`src/rtl/common_pkg.sv`:
```
// ----------------------------------------------------------------------------
// common: shared types and constants for the instruction encode/decode blocks.
//   instruction_op_type : instruction format selector (R/I/S/B/U/J/SYS)
//   field_bundle_t      : decoded instruction fields as one packed bundle
//   NOP_INSTRUCTION     : ADDI x0,x0,0, substituted for unencodable bundles
//   imm_fits()          : 1 when the immediate is representable in the format
// ----------------------------------------------------------------------------
package common;

    localparam int INSTRUCTION_WIDTH = 32;
    localparam int IMM_WIDTH         = 21;

    localparam logic [INSTRUCTION_WIDTH-1:0] NOP_INSTRUCTION = 32'h0000_0013;

    // Major opcodes (RV32I base)
    localparam logic [6:0] OPC_LOAD   = 7'b0000011;
    localparam logic [6:0] OPC_OP_IMM = 7'b0010011;
    localparam logic [6:0] OPC_AUIPC  = 7'b0010111;
    localparam logic [6:0] OPC_STORE  = 7'b0100011;
    localparam logic [6:0] OPC_OP     = 7'b0110011;
    localparam logic [6:0] OPC_LUI    = 7'b0110111;
    localparam logic [6:0] OPC_BRANCH = 7'b1100011;
    localparam logic [6:0] OPC_JALR   = 7'b1100111;
    localparam logic [6:0] OPC_JAL    = 7'b1101111;
    localparam logic [6:0] OPC_SYSTEM = 7'b1110011;

    // 3'd7 is deliberately left undefined and is treated as an encode error.
    typedef enum logic [2:0] {
        OP_R   = 3'd0,
        OP_I   = 3'd1,
        OP_S   = 3'd2,
        OP_B   = 3'd3,
        OP_U   = 3'd4,
        OP_J   = 3'd5,
        OP_SYS = 3'd6
    } instruction_op_type;

    typedef struct packed {
        instruction_op_type   optype;
        logic [6:0]           opcode;
        logic [4:0]           rd;
        logic [4:0]           rs1;
        logic [4:0]           rs2;
        logic [2:0]           funct3;
        logic [6:0]           funct7;
        logic [IMM_WIDTH-1:0] imm;
    } field_bundle_t;

    // Immediates use the decompose convention: sign-extended to 21 bits,
    // B/J offsets in bytes (bit 0 must be zero), U holds the upper 20 bits.
    function automatic logic imm_fits(input instruction_op_type optype,
                                      input logic [IMM_WIDTH-1:0] imm);
        logic fits;
        case (optype)
            OP_R:             fits = 1'b1;
            OP_I, OP_S, OP_SYS:
                fits = (imm[20:11] == '0) || (imm[20:11] == '1);
            OP_B:
                fits = ((imm[20:12] == '0) || (imm[20:12] == '1)) && !imm[0];
            OP_J:             fits = !imm[0];
            OP_U:             fits = !imm[20];
            default:          fits = 1'b0;
        endcase
        return fits;
    endfunction

endpackage

```
`src/rtl/compose_encode.sv`:
```
// ----------------------------------------------------------------------------
// compose_encode: combinational field bundle -> 32-bit RISC-V word.
//   fields_i : decoded instruction fields
//   word_o   : encoded instruction, or NOP_INSTRUCTION when err_o is set
//   err_o    : bundle cannot be encoded (immediate range/alignment, opcode
//              low bits not 2'b11, or undefined optype)
// ----------------------------------------------------------------------------
module compose_encode
    import common::*;
(
    input  field_bundle_t                 fields_i,
    output logic [INSTRUCTION_WIDTH-1:0]  word_o,
    output logic                          err_o
);

    logic [INSTRUCTION_WIDTH-1:0] raw;
    logic [IMM_WIDTH-1:0]         im;

    assign im = fields_i.imm;

    always_comb begin
        raw = '0;
        case (fields_i.optype)
            OP_R:
                raw = {fields_i.funct7, fields_i.rs2, fields_i.rs1,
                       fields_i.funct3, fields_i.rd, fields_i.opcode};
            OP_I, OP_SYS:
                raw = {im[11:0], fields_i.rs1, fields_i.funct3,
                       fields_i.rd, fields_i.opcode};
            OP_S:
                raw = {im[11:5], fields_i.rs2, fields_i.rs1,
                       fields_i.funct3, im[4:0], fields_i.opcode};
            OP_B:
                raw = {im[12], im[10:5], fields_i.rs2, fields_i.rs1,
                       fields_i.funct3, im[4:1], im[11], fields_i.opcode};
            OP_U:
                raw = {im[19:0], fields_i.rd, fields_i.opcode};
            OP_J:
                raw = {im[20], im[10:1], im[11], im[19:12],
                       fields_i.rd, fields_i.opcode};
            default:
                raw = '0;
        endcase
    end

    assign err_o  = !imm_fits(fields_i.optype, im) ||
                    (fields_i.opcode[1:0] != 2'b11);
    assign word_o = err_o ? NOP_INSTRUCTION : raw;

endmodule

```
`src/rtl/compose.sv`:
```
// ----------------------------------------------------------------------------
// compose: two-stage elastic instruction encoder (inverse of decompose).
//   clk, rst            : clock, asynchronous active-high reset
//   in_valid / in_ready : field bundle handshake (transfer when both high)
//   optype..imm         : decoded instruction fields
//   out_valid/out_ready : instruction word handshake (transfer when both high)
//   instruction, err    : encoded word; err marks a substituted NOP
//   err_count           : saturating count of err words that transferred out
// Handshakes: a transfer happens on a rising clk edge where valid and ready
// are both high; once valid is raised the word and err hold until transfer.
// The only combinational path is out_ready -> in_ready.
// ----------------------------------------------------------------------------
module compose
    import common::*;
#(
    parameter int ERR_CNT_WIDTH = 8
) (
    input  logic                          clk,
    input  logic                          rst,
    input  logic                          in_valid,
    output logic                          in_ready,
    input  instruction_op_type            optype,
    input  logic [6:0]                    opcode,
    input  logic [4:0]                    rd,
    input  logic [4:0]                    rs1,
    input  logic [4:0]                    rs2,
    input  logic [2:0]                    funct3,
    input  logic [6:0]                    funct7,
    input  logic [IMM_WIDTH-1:0]          imm,
    output logic                          out_valid,
    input  logic                          out_ready,
    output logic [INSTRUCTION_WIDTH-1:0]  instruction,
    output logic                          err,
    output logic [ERR_CNT_WIDTH-1:0]      err_count
);

    field_bundle_t                 s1_q, s1_d, in_bundle;
    logic                          s1_valid_q, s1_valid_d;
    logic                          s2_valid_q, s2_valid_d;
    logic [INSTRUCTION_WIDTH-1:0]  instr_q, instr_d;
    logic                          err_q, err_d;
    logic [ERR_CNT_WIDTH-1:0]      err_count_q, err_count_d;

    logic [INSTRUCTION_WIDTH-1:0]  enc_word;
    logic                          enc_err;
    logic                          s2_adv;

    assign in_bundle = '{optype: optype, opcode: opcode, rd: rd, rs1: rs1,
                         rs2: rs2, funct3: funct3, funct7: funct7, imm: imm};

    compose_encode u_encode (
        .fields_i (s1_q),
        .word_o   (enc_word),
        .err_o    (enc_err)
    );

    // S2 moves whenever it is empty or its word is being taken; S1 follows.
    assign s2_adv   = !s2_valid_q || out_ready;
    assign in_ready = !s1_valid_q || s2_adv;

    always_comb begin
        s1_valid_d  = s1_valid_q;
        s1_d        = s1_q;
        s2_valid_d  = s2_valid_q;
        instr_d     = instr_q;
        err_d       = err_q;
        err_count_d = err_count_q;

        if (in_ready) begin
            s1_valid_d = in_valid;
            if (in_valid) begin
                s1_d = in_bundle;
            end
        end

        if (s2_adv) begin
            s2_valid_d = s1_valid_q;
            if (s1_valid_q) begin
                instr_d = enc_word;
                err_d   = enc_err;
            end
        end

        if (s2_valid_q && out_ready && err_q && (err_count_q != '1)) begin
            err_count_d = err_count_q + ERR_CNT_WIDTH'(1);
        end
    end

    always_ff @(posedge clk or posedge rst) begin
        if (rst) begin
            s1_valid_q  <= 1'b0;
            s1_q        <= '0;
            s2_valid_q  <= 1'b0;
            instr_q     <= '0;
            err_q       <= 1'b0;
            err_count_q <= '0;
        end else begin
            s1_valid_q  <= s1_valid_d;
            s1_q        <= s1_d;
            s2_valid_q  <= s2_valid_d;
            instr_q     <= instr_d;
            err_q       <= err_d;
            err_count_q <= err_count_d;
        end
    end

    assign out_valid   = s2_valid_q;
    assign instruction = instr_q;
    assign err         = err_q;
    assign err_count   = err_count_q;

endmodule
```
`config.mk`:
```
export PLATFORM = sky130hd
export DESIGN_NAME = compose
export DESIGN_NICKNAME = d
export VERILOG_FILES = /design/src/rtl/common_pkg.sv /design/src/rtl/compose_encode.sv /design/src/rtl/compose.sv
export SDC_FILE = /design/constraint.sdc
export NUM_CORES = 1
export LEC_CHECK = 0
export ABC_AREA = 1
export BUFFER_PORTS_ARGS = -buffer_cell sky130_fd_sc_hd__buf_4
export CELL_PAD_IN_SITES_DETAIL_PLACEMENT = 2
export CELL_PAD_IN_SITES_GLOBAL_PLACEMENT = 2
export CORE_UTILIZATION = 34
export CTS_BUF_LIST = sky130_fd_sc_hd__clkbuf_4
export DETAILED_ROUTE_END_ITERATION = 16
export PLACE_DENSITY_LB_ADDON = 0.1
export SLEW_MARGIN = 20
export SYNTH_ARGS = -nofsm -noshare
export SYNTH_HDL_FRONTEND = slang
export SYNTH_SLANG_ARGS = --single-unit
```
`constraint.sdc`:
```
create_clock -name clk -period 3.6 [get_ports clk]
set_input_delay 0.54 -clock clk [delete_from_list [all_inputs] [get_ports clk]]
set_output_delay 0.54 -clock clk [all_outputs]
set_load 0.01 [all_outputs]
```
==> results.md <==
- Drt wl/cell: between 15 and 20 um
- Post-DRT Antenna Nets: 0
- Post_cts resized: 0
- Total wire length: between 10000 and 15000 um
- Flops & latches, synth: just under 100
- Chip width: about 120 um
- Area share of the largest cell type after synthesis: a little over half
- Worst EP required: 3.98 ns
- First-iteration detailed-routing DRC count: 197
- Status: complete, no violations
- Grt total ovfl: 0
- DRC: 0
- Vias/cell: 5.020
- Most used cell, CP: nand2_1
- Worst slew pin tran: about 0.96 ns
- Pwr per Cell Area: 488.4 nW/um^2
- CTS tree: built
- Largest net degree at the start of global routing: a little over 50
- CTS H-tree depth: 3
- Initial antenna violation count: 0
- Initial DRT Pass Iterations: 4
- RSZ-0062 raised after global routing: no
- Syn Nets: around 570
- CTS Hold Bufs: 0
- Crit path max fanout: 30
- Number of global-route vias before repair: around 4400
- Layout cells sized above 1: between 20% and 30%
- CP arrival: ~2.7 ns
- Max Slew Vio Count: 0
- Tmin final: approximately 2.3 ns
- Seq/Total Area, Yosys: ~54%
- Crit. End Element: register
- # diodes: 0
- Total CTS buffers: 9
- Post-DP Area: 5530 um^2
- Yosys top cell by area: dfrtp_1
- CP max stage delay: ~0.64 ns
- F_max: roughly 0.43 GHz
- Design area: approximately 5700 um^2
- Synth top area cells: dfrtp_1, nand2_1, mux2_2, nand3_1, a21oi_1
- Setup_tns: 0 ns
- Post-DP HPWL: between 10000 and 15000 um
- Maxcap violations: 0
- Die ar.: 14030 um^2
- Distinct cells, synth: 32
- Placer Congestion: 0.7964
- Synth Instances: between 500 and 600
- Main synth FF type: dfrtp_1
- Synth Warn #: 0
- Die H: 118.5 um
- Mapped Area: roughly 4600 um^2
- Final Cycle Share: roughly 65%
- Ys async rst share: between 90% and 100%
- Number of I/O port buffers: between 100 and 150
- CP top delay family: simple AND/OR/NAND/NOR gates
- Post-CTS Repair Setup Buffers: 0
- Worst-path cell chain: inv_2, o21ai_4, nand2_2, nand2_1, a21oi_1, nand2_2, nand2_1, nand2_1, nand2_1
- Initial Utilization: a little over a third
- Max IR drop VDD: between 0.0002 and 0.00025 V
- Root Driver: clkbuf_4
- # setup viols final: 0
- Tot GR Track Use: 22.58%
- Post-synth EDFFs: 0
- Global-route wire length before repair: approximately 24000 um
- Clock transition at path regs: ~0.15 ns
- Crit Path Class: register to register
- CTS Sinks: just under 100
- Slew HR: between 30% and 40%
- Core Area: roughly 13000 um^2
- Buffers plus inverters on the worst setup path: 1
- CP max-delay cell: dfrtp_1
- Hold Path Class: primary input to async pin
- Mean Syn Cell Area: roughly 9.1 um^2
- Area grow syn2layout: 22.84%
- Post-synth top cells: nand2_1, dfrtp_1, nand3_1
- Finished Layout Cells: 784
- Clock Latency Late Sink: 0.48 ns
- Type of origin of the critical path: register
- Clock skew: roughly 0.015 ns
- Row count: between 40 and 50
- Total number of vias: 3936
- Hold violation count in the final report: 0
- Clk buf depth: 2
- Leakage: between 2 and 3 nW
- Hold Slack: about 0.14 ns
- Placed Cells incl. Taps: roughly 770
- Final net count: approximately 660
- Most common cell in the netlist: nand2_1
- Layout Utilization: between 40% and 50%
- Top-Level Pins: roughly 100
[registers in the layout (all words and copies together), names as in the netlist]
signal	flops
err	1
err_count	8
instruction	32
out_valid	1
s1_q	56
s1_valid_q	1
[power breakdown]
group,internal (W),switching [W],total [W]
Sequential,0.00126,0.000147,0.00140
Clock,0.000211,0.000385,0.000596
Combinational,0.000303,0.000464,0.000766
Total,0.00177,0.000995,0.00277
[logic make-up after synthesis]
logic type,count (synthesis),share of synthesized area [%]
AND/OR/NAND/NOR,243,22.19
flip-flops,99,53.72
AO/OA/AOI/OAI,66,7.868
buffers and inverters,53,5.100
multiplexers,39,9.522
XOR/XNOR,7,1.329
adder cells (fa/ha/maj),1,0.2713
[area by class of cell]
| cell class | instances | area [um^2] |
|---|---|---|
| Tap cell | 176 | 220.2 |
| Multi-Input combinational cell | 356 | 1902 |
| Timing Repair Buffer | 107 | 815.8 |
| Clock inverter | 7 | 67.56 |
| Clock buffer | 9 | 67.56 |
| Fill cell | 1521 | 7577 |
| Inverter | 30 | 115.1 |
| Sequential cell | 99 | 2477 |
[per-stage QoR]
stage | power, W | setup WS, ns
final | 0.002767 | 1.268
after global routing | 0.002935 | 1.093
after CTS | 0.002810 | 1.250
after detailed placement | 0.002199 | 1.192
after global placement | 0.002148 | 1.339
after floorplan | 0.001856 | 0.4696
[metal layers]
| metal | vias up | GRT usage [%] | wire length [um] |
|---|---|---|---|
| li1 | 1855 | - | - |
| met1 | 1987 | 28.87 | 6727 |
| met2 | 82 | 39.23 | 7461 |
| met3 | 12 | 4.199 | 449 |
| met4 | 0 | 5.775 | 165 |
| met5 | - | 0 | 0 |
[cells in the final DEF, fill, tap and decap left out, types with 3 or more instances in the layout]
master / instances
inv_2: 5
nand2_1: 124
a21oi_1: 39
nand4_1: 3
clkinv_2: 4
mux2_2: 39
buf_4: 106
inv_1: 24
nand3b_1: 4
nand2_2: 4
xnor2_1: 6
dfrtp_1: 99
o21ai_0: 16
nand3_1: 52
nor2_1: 51
clkbuf_4: 9
[worst paths after layout]
check	start	to	slack [ns]	cells past startpoint
max in group asynchronous	rst	s1_q[36]$_DFFE_PP0P_	2.65	3
worst max register to register	s1_q[54]$_DFFE_PP0P_	instruction[4]$_DFFE_PP0P_	1.27	9
worst max-delay path	s1_q[54]$_DFFE_PP0P_	instruction[4]$_DFFE_PP0P_	1.27	9
worst min-delay path	rst	s1_q[55]$_DFFE_PP0P_	0.14	2
min in group clk	funct7[5]	s1_q[26]$_DFFE_PP0P_	0.28	2
worst min register to register	instruction[10]$_DFFE_PP0P_	instruction[10]$_DFFE_PP0P_	0.51	2
[worst reg2reg max path, cell delays in order, from the launching register on]
cell	delay [ns]
dfrtp_1	0.64
inv_2	0.12
o21ai_4	0.32
nand2_2	0.13
nand2_1	0.14
a21oi_1	0.11
nand2_2	0.43
nand2_1	0.12
nand2_1	0.15
nand2_1	0.08
No activity file was read; power rests on OpenSTA's default activity.
